==> config.mk <==
export PLATFORM = sky130hd
export DESIGN_NAME = serial_tx
export DESIGN_NICKNAME = d
export VERILOG_FILES = /design/src/rtl/serial_tx.sv
export SDC_FILE = /design/constraint.sdc
export NUM_CORES = 1
export LEC_CHECK = 0
export CAP_MARGIN = 20
export CORE_ASPECT_RATIO = 1.25
export CORE_MARGIN = 5
export CORE_UTILIZATION = 47
export CTS_BUF_LIST = sky130_fd_sc_hd__clkbuf_8 sky130_fd_sc_hd__clkbuf_16
export CTS_CLUSTER_SIZE = 16
export DETAILED_ROUTE_END_ITERATION = 6
export PLACE_DENSITY = 0.73
export SLEW_MARGIN = 20
export SYNTH_ARGS = -nofsm -noshare
export SYNTH_HDL_FRONTEND = slang
export SYNTH_SLANG_ARGS = --single-unit
==> constraint.sdc <==
create_clock -name clk -period 1.55 [get_ports clk]
set_clock_uncertainty 0.2 [all_clocks]
set_input_delay 0.2325 -clock clk [delete_from_list [all_inputs] [get_ports clk]]
set_output_delay 0.2325 -clock clk [all_outputs]
set_load 0.005 [all_outputs]
==> src/rtl/serial_tx.sv <==
`default_nettype none
// ============================================================================
//  Module   : serial_tx
//  Purpose  : Parallel-to-serial line transmitter. Accepts a WIDTH-bit word
//             on a valid/ready handshake and sends an idle-high frame:
//             start bit (0), LSB-first data, optional even parity, stop (1).
//             Each bit is held for CLKS_PER_BIT clocks.
//  Options  : define SERIAL_TX_PARITY_EN to insert the even-parity bit.
//  Revision : 1.0 - initial release
// ============================================================================
module serial_tx #(
  parameter int WIDTH        = 8,
  parameter int CLKS_PER_BIT = 4
) (
  input  logic             clk,
  input  logic             reset,
  input  logic [WIDTH-1:0] tx_data,
  input  logic             tx_valid,
  output logic             tx_ready,
  output logic             tx_busy,
  output logic             tx_line
);

  localparam int BAUD_W = $clog2(CLKS_PER_BIT);
  // A one-bit word still needs a (constant zero) bit counter
  localparam int BIT_W  = (WIDTH > 1) ? $clog2(WIDTH) : 1;

  localparam logic [BAUD_W-1:0] C_BAUD_LAST = BAUD_W'(CLKS_PER_BIT - 1);
  localparam logic [BIT_W-1:0]  C_BIT_LAST  = BIT_W'(WIDTH - 1);

`ifdef SERIAL_TX_PARITY_EN
  typedef enum logic [2:0] {
    S_IDLE   = 3'd0,
    S_START  = 3'd1,
    S_DATA   = 3'd2,
    S_PARITY = 3'd3,
    S_STOP   = 3'd4
  } state_t;
`else
  typedef enum logic [2:0] {
    S_IDLE   = 3'd0,
    S_START  = 3'd1,
    S_DATA   = 3'd2,
    S_STOP   = 3'd4
  } state_t;
`endif

  state_t            state_q;
  logic [BAUD_W-1:0] baud_q;
  logic [BAUD_W-1:0] baud_d;
  logic [BIT_W-1:0]  bit_q;
  logic [WIDTH-1:0]  shift_q;
  logic [WIDTH-1:0]  shift_d;
  logic              line_q;
  logic              busy_q;
`ifdef SERIAL_TX_PARITY_EN
  logic              parity_q;
`endif

  logic              baud_end;
  logic              accept;

  // Bit-boundary detection, baud wrap and next shift value
  assign baud_end = (baud_q == C_BAUD_LAST);
  assign baud_d   = baud_end ? '0 : baud_q + 1'b1;
  assign shift_d  = shift_q >> 1;

  assign tx_ready = (state_q == S_IDLE);
  assign accept   = tx_valid && tx_ready;

  assign tx_busy  = busy_q;
  assign tx_line  = line_q;

  // Frame sequencer; line and busy are registered alongside the state so
  // they change only on clock edges (or asynchronously on reset).
  always_ff @(posedge clk or posedge reset) begin
    if (reset) begin
      state_q  <= S_IDLE;
      baud_q   <= '0;
      bit_q    <= '0;
      shift_q  <= '0;
      line_q   <= 1'b1;
      busy_q   <= 1'b0;
`ifdef SERIAL_TX_PARITY_EN
      parity_q <= 1'b0;
`endif
    end else begin
      case (state_q)
        S_IDLE: begin
          if (accept) begin
            state_q  <= S_START;
            shift_q  <= tx_data;
`ifdef SERIAL_TX_PARITY_EN
            parity_q <= ^tx_data;
`endif
            baud_q   <= '0;
            line_q   <= 1'b0;
            busy_q   <= 1'b1;
          end
        end

        S_START: begin
          baud_q <= baud_d;
          if (baud_end) begin
            state_q <= S_DATA;
            bit_q   <= '0;
            line_q  <= shift_q[0];
          end
        end

        S_DATA: begin
          baud_q <= baud_d;
          if (baud_end) begin
            shift_q <= shift_d;
            bit_q   <= bit_q + 1'b1;
            if (bit_q == C_BIT_LAST) begin
`ifdef SERIAL_TX_PARITY_EN
              state_q <= S_PARITY;
              line_q  <= parity_q;
`else
              state_q <= S_STOP;
              line_q  <= 1'b1;
`endif
            end else begin
              // Next data bit is the post-shift LSB
              line_q <= shift_d[0];
            end
          end
        end

`ifdef SERIAL_TX_PARITY_EN
        S_PARITY: begin
          baud_q <= baud_d;
          if (baud_end) begin
            state_q <= S_STOP;
            line_q  <= 1'b1;
          end
        end
`endif

        S_STOP: begin
          baud_q <= baud_d;
          line_q <= 1'b1;
          if (baud_end) begin
            state_q <= S_IDLE;
            busy_q  <= 1'b0;
          end
        end

        default: begin
          state_q <= S_IDLE;
          baud_q  <= '0;
          line_q  <= 1'b1;
          busy_q  <= 1'b0;
        end
      endcase
    end
  end

endmodule
`default_nettype wire
==> metrics.txt, run 1 <==
status=finished with violations; failing checks=setup timing; Die W=51.2 um; leakage power=0.598 nW; Post-Route WL=2140 um; DR vias/cell=5.55; RSZ-0062 raised after global routing=true; Initial Util=0.498; gpl congestion=0.778; worst skew pair latency=0.25 ns; die span in y=61.5 um; # IOs=14; Primary FF master, synth=dfrtp_1; Syn Nets=122; WP data required=1.49 ns; total chip power=2.52 mW; number of fill cells in the layout=153; fraction of registers with async set/reset=1.00; Max VDD drop=1020 uV; crit path launch type=register; share of cells above drive strength 1=0.309; Fmax achieved=0.633 GHz; total CTS buffers=3; most frequent cells in the layout=17 x buf_4, 16 x dfrtp_1, 13 x nand2_1; CP max FO=8; Final Hold Viols=0; DR DRC count=0; TritonCTS clock tree=yes; clock buffer depth=2; Post-synth EDFFs=0; sw frac=0.355; Netlist cell types=30; Routed Antenna Nets=0; post-synthesis register bit count=18; post-layout util=0.692; initial DRC count=12; Max Cap Viol=0; sequential share of the synthesized area=0.452; worst rel slew slack=0.747; CP max-delay cell=dfrtp_1; Slew Limit Fails=0; cell family with most CP delay=simple AND/OR/NAND/NOR gates; pwr dens=1820 mW/mm^2; Yosys warning count=0; Flop pwr share=0.339; CP Data Arrival Time=1.52 ns; CP Capture Type=register; Die ar.=0.00315 mm^2; first drt pass iteration count=4; I/O Buffers=13; largest net degree at the start of global routing=19; drt wl/cell=13.7 um; Worst Max-Slew Pin Slew=0.369 ns; gr usage total=0.152; Syn Std Cell Area=998 um^2; Row Count=18; Final nets=151; routed via count=866; count of final setup violators=9; Hold WC Path Type=primary input to asynchronous set/reset pin; synth-to-layout area growth=38.8%; diodes inserted=0; vias in the first global route=810; combinational share of power=0.509; Pint=1.63 mW; # H-tree levels=1; # hold bufs at CTS=0; Crit path largest cell delay=0.39 ns; commonest non-fill, non-tap cell in the layout=buf_4; Worst-path clk slew=0.07 ns; clock sinks=18; cell chain of the critical path=ha_4, mux2i_2, or3_4, buf_8, nand2_1, o21ai_1; DPL Wire Length=1490 um; syn avg cell area=9.24 um^2; initial antenna violation count=0; Sw Pwr=895 uW; core box area=0.00200 mm^2; post-layout min period=1.58 ns; synthesized instance count=108; total gr overflow=0; multi-input logic area=544 um^2; crit path kind=register to register; Register Area=453 um^2; final worst setup slack=-0.0304 ns; buffers plus inverters on the worst setup path=1; first-pass GRT wire length=3600 um; root buf cell=clkbuf_8; Clk pwr share=0.152; Final Cycle Share=1.02
==> worst min-delay path: stages <==
cell and delay [ns]:
clkdlybuf4s50_1 0.39, inv_1 0.05, buf_4 0.24
==> Yosys cell counts (3+ instances only) <==
cell      count  area, um^2
ha_1          3        37.5
nand2_1      16        60.1
nor2_1        7        26.3
o21ai_1       6        30.0
dfrtp_1      17         425
inv_1         3        11.3
clkbuf_1      3        11.3
nor2b_1       7        43.8
mux2i_1       8        80.1
buf_2         4        20.0
a22oi_1       3        22.5
o21ai_0       9        45.0
==> metrics by stage <==
stage          std cells  hold slack [ns]  worst slack, ns  area, um^2  setup TNS [ns]
6_report             156           0.0828          -0.0304        1390         -0.0830
3_3_place_gp         149            0.264           -0.200        1230           -1.75
3_5_place_dp         149            0.276           -0.219        1230           -2.01
2_1_floorplan        108          -0.0297           -0.147        1010           -1.11
5_1_grt              156            0.101           -0.102        1390           -1.06
4_1_cts              155           0.0942          -0.0379        1350          -0.152
==> final cells by class <==
class	instances	share of cell area
multi-input combinational	78	0.393
timing repair buffer	33	0.215
tap	20	0.0181
inverter	3	0.00812
clock buffer	4	0.0397
sequential	18	0.327
==> logic make-up (layout without fill, tap and decap cells) <==
kind of cell / count (synthesis) / count (layout) / synth area share
AND/OR/NAND/NOR: 36 / 36 / 0.165
buffers and inverters: 12 / 40 / 0.0614
multiplexers: 9 / 9 / 0.0915
adder cells (fa/ha/maj): 3 / 3 / 0.0376
flip-flops: 18 / 18 / 0.452
AO/OA/AOI/OAI: 30 / 30 / 0.192
==> worst paths after layout <==
path	slack (ns)	cells past startpoint	endpoint	start
max	-0.03	6	shift_q[5]	baud_q[1]
min	0.08	3	bit_q[1]	reset
max reg2reg	-0.03	6	shift_q[5]	baud_q[1]
min reg2reg	0.30	2	shift_q[3]	shift_q[3]
max in group asynchronous	0.81	3	tx_line	reset
min in group clk	0.30	2	shift_q[3]	shift_q[3]
==> flip-flops by register name, indices dropped and copies added (netlist names) <==
name     count
bit_q        3
shift_q      8
state_q      3
tx_busy      1
baud_q       2
tx_line      1
==> power groups by stage <==
stage / Sequential [mW] / Clock, mW / Combinational (mW)
after CTS: 0.855 / 0.389 / 1.22
after floorplan: 0.796 / 0 / 0.776
final: 0.854 / 0.383 / 1.28
after global placement: 0.834 / 0 / 1.08
after global routing: 0.884 / 0.408 / 1.43
after detailed placement: 0.846 / 0 / 1.12
==> routing by layer <==
| metal | track usage | vias to the layer above | share of wire |
|---|---|---|---|
| li1 | - | 432 | - |
| met4 | 0.0637 | 0 | 0.013 |
| met2 | 0.273 | 13 | 0.50 |
| met5 | 0 | - | 0 |
| met1 | 0.184 | 417 | 0.47 |
| met3 | 0.0218 | 4 | 0.025 |
==> timing repair <==
item,CTS,global route
cloned,1,0
setup buffers,1,2
gates resized for setup,17,9
pin swaps,8,3
setup endpoints to repair,15,16
(Power assumes the default switching activity.)
==> inputs of run 2 (changes only) <==
--- a/config.mk
+++ b/config.mk
@@ -5,14 +5,16 @@
 export SDC_FILE = /design/constraint.sdc
 export NUM_CORES = 1
 export LEC_CHECK = 0
-export CAP_MARGIN = 20
+export ABC_AREA = 0
+export CELL_PAD_IN_SITES_DETAIL_PLACEMENT = 1
+export CELL_PAD_IN_SITES_GLOBAL_PLACEMENT = 1
 export CORE_ASPECT_RATIO = 1.25
 export CORE_MARGIN = 5
-export CORE_UTILIZATION = 47
+export CORE_UTILIZATION = 36
 export CTS_BUF_LIST = sky130_fd_sc_hd__clkbuf_8 sky130_fd_sc_hd__clkbuf_16
 export CTS_CLUSTER_SIZE = 16
 export DETAILED_ROUTE_END_ITERATION = 6
-export PLACE_DENSITY = 0.73
+export PLACE_DENSITY_LB_ADDON = 0.1
 export SLEW_MARGIN = 20
 export SYNTH_ARGS = -nofsm -noshare
 export SYNTH_HDL_FRONTEND = slang
==> run 2 against run 1 <==
Net effect: sequential power rose by 2%; clock power grew 2%; non-clock buffer count is 3 higher; critical path depth fell by 1; die area is 25% higher; the flow still finishes with violations (setup timing); critical endpoint is now shift_q[1]; largest power group unchanged.
==> metrics.txt, run 2 (synthesis results as in run 1) <==
Final Hold Viols=0; Hold WC Path Type=primary input to asynchronous set/reset pin; worst rel slew slack=0.769; largest net degree at the start of global routing=19; crit path launch type=register; clock buffer depth=2; cell family with most CP delay=flip-flops; number of fill cells in the layout=326; cell chain of the critical path=nor2b_1, nor2b_2, buf_6, mux2i_2, o21ai_2; Worst Setup EP=shift_q[1]; sw frac=0.363; diodes inserted=0; Crit path largest cell delay=0.45 ns; Slew Limit Fails=0; Worst-path clk slew=0.07 ns; Register Area=454 um^2; total CTS buffers=3; DPL Wire Length=1810 um; Inst Count DP=162; I/O Buffers=13; Max VDD drop=915 uV; top flop regs=shift_q (8), bit_q (3), state_q (3); # H-tree levels=1; post-layout instance area=0.00142 mm^2; Fmax achieved=0.621 GHz; status=finished with violations; failing checks=setup timing; crit path kind=register to register; DR DRC count=0; leakage power=0.608 nW; pwr dens=1830 mW/mm^2; reg2reg setup slack=-0.06 ns; synth-to-layout area growth=41.7%; total gr overflow=0; first-pass GRT wire length=4360 um; vias in the first global route=1003; Clk pwr share=0.150; Worst Max-Slew Pin Slew=0.338 ns; CP max FO=8; CP Launch Point=state_q[1]; post-layout min period=1.61 ns; routed via count=919; Die W=57.1 um; most frequent cells in the layout=20 x buf_4, 15 x dfrtp_1, 12 x nand2_1; Largest register FFs=8; drt wl/cell=15.0 um; TNS Setup=-0.281 ns; die span in y=68.9 um; cell count along the critical path=5; Worst R2R End=shift_q[1]; WP data required=1.50 ns; commonest non-fill, non-tap cell in the layout=buf_4; Max Cap Viol=0; multi-input logic area=542 um^2; count of final setup violators=8; first drt pass iteration count=2; placed cell areas=0.00124 mm^2; fin cells=173; core box area=0.00268 mm^2; root buf cell=clkbuf_8; Row Count=21; RR Startpoint=state_q[1]; Die ar.=0.00393 mm^2; buffers plus inverters on the worst setup path=1; clock sinks=18; initial DRC count=13; Final Cycle Share=1.04; Final nets=154; Reg with most FFs=shift_q; reg2reg path depth=5; Post-Route WL=2590 um; initial antenna violation count=0; CP Data Arrival Time=1.56 ns; gr usage total=0.144; worst skew pair latency=0.25 ns; RSZ-0062 raised after global routing=true; CP Capture Type=register; total chip power=2.59 mW; DR vias/cell=5.31; share of cells above drive strength 1=0.338; combinational share of power=0.514; Sw Pwr=941 uW; Flop pwr share=0.336; TritonCTS clock tree=yes; # IOs=14; Pint=1.65 mW; gpl congestion=0.741; Initial Util=0.373; Routed Antenna Nets=0; CP max-delay cell=dfrtp_2; final worst setup slack=-0.0597 ns
-- run 2: power by group through the flow --
stage          Clock (mW)  Combinational, mW  Sequential, mW
5_1_grt             0.420               1.50           0.905
3_3_place_gp            0               1.09           0.846
4_1_cts             0.408               1.25           0.868
6_report            0.389               1.33           0.870
2_1_floorplan           0              0.776           0.796
3_5_place_dp            0               1.14           0.856
-- run 2: worst min-delay path: stages --
cell,delay (ns)
clkdlybuf4s50_1,0.40
inv_1,0.06
buf_4,0.25
-- run 2: layer usage --
metal  GRT usage  routed length (um)  vias to the layer above
met4      0.0667                  55                        0
met2       0.273                1360                       16
met3      0.0186                  71                        7
met5           0                   0                        -
li1            -                   -                      444
met1       0.160                1110                      452
-- run 2: layout make-up --
type / instances / area share
Timing Repair Buffer: 36 / 0.219
Clock buffer: 4 / 0.0389
Sequential cell: 18 / 0.321
Tap cell: 34 / 0.0301
Inverter: 3 / 0.00796
Multi-Input combinational cell: 78 / 0.383
-- run 2: how the worst min path moves through the flow --
stage	startpoint	end	slack, ns	cells past startpoint
2_1_floorplan	reset	baud_q[0]	-0.03	1
3_3_place_gp	shift_q[7]	shift_q[7]	0.27	2
3_5_place_dp	shift_q[7]	shift_q[7]	0.27	2
4_1_cts	reset	bit_q[0]	0.11	3
5_1_grt	reset	bit_q[0]	0.13	3
6_report	reset	bit_q[0]	0.11	3
-- run 2: timing repair --
action | CTS | global route
cloned | 1 | 0
gates resized for setup | 17 | 12
hold buffers | 0 | 0
setup buffers | 2 | 4
pin swaps | 8 | 1
endpoints found under the setup margin | 13 | 14
-- run 2: through the flow --
step | utilization | hold slack (ns) | worst slack [ns]
floorplan | - | -0.0297 | -0.147
global placement | 0.464 | 0.265 | -0.227
detailed placement | 0.464 | 0.273 | -0.250
CTS | 0.509 | 0.111 | -0.0620
global route | 0.528 | 0.125 | -0.159
finish | 0.528 | 0.109 | -0.0597
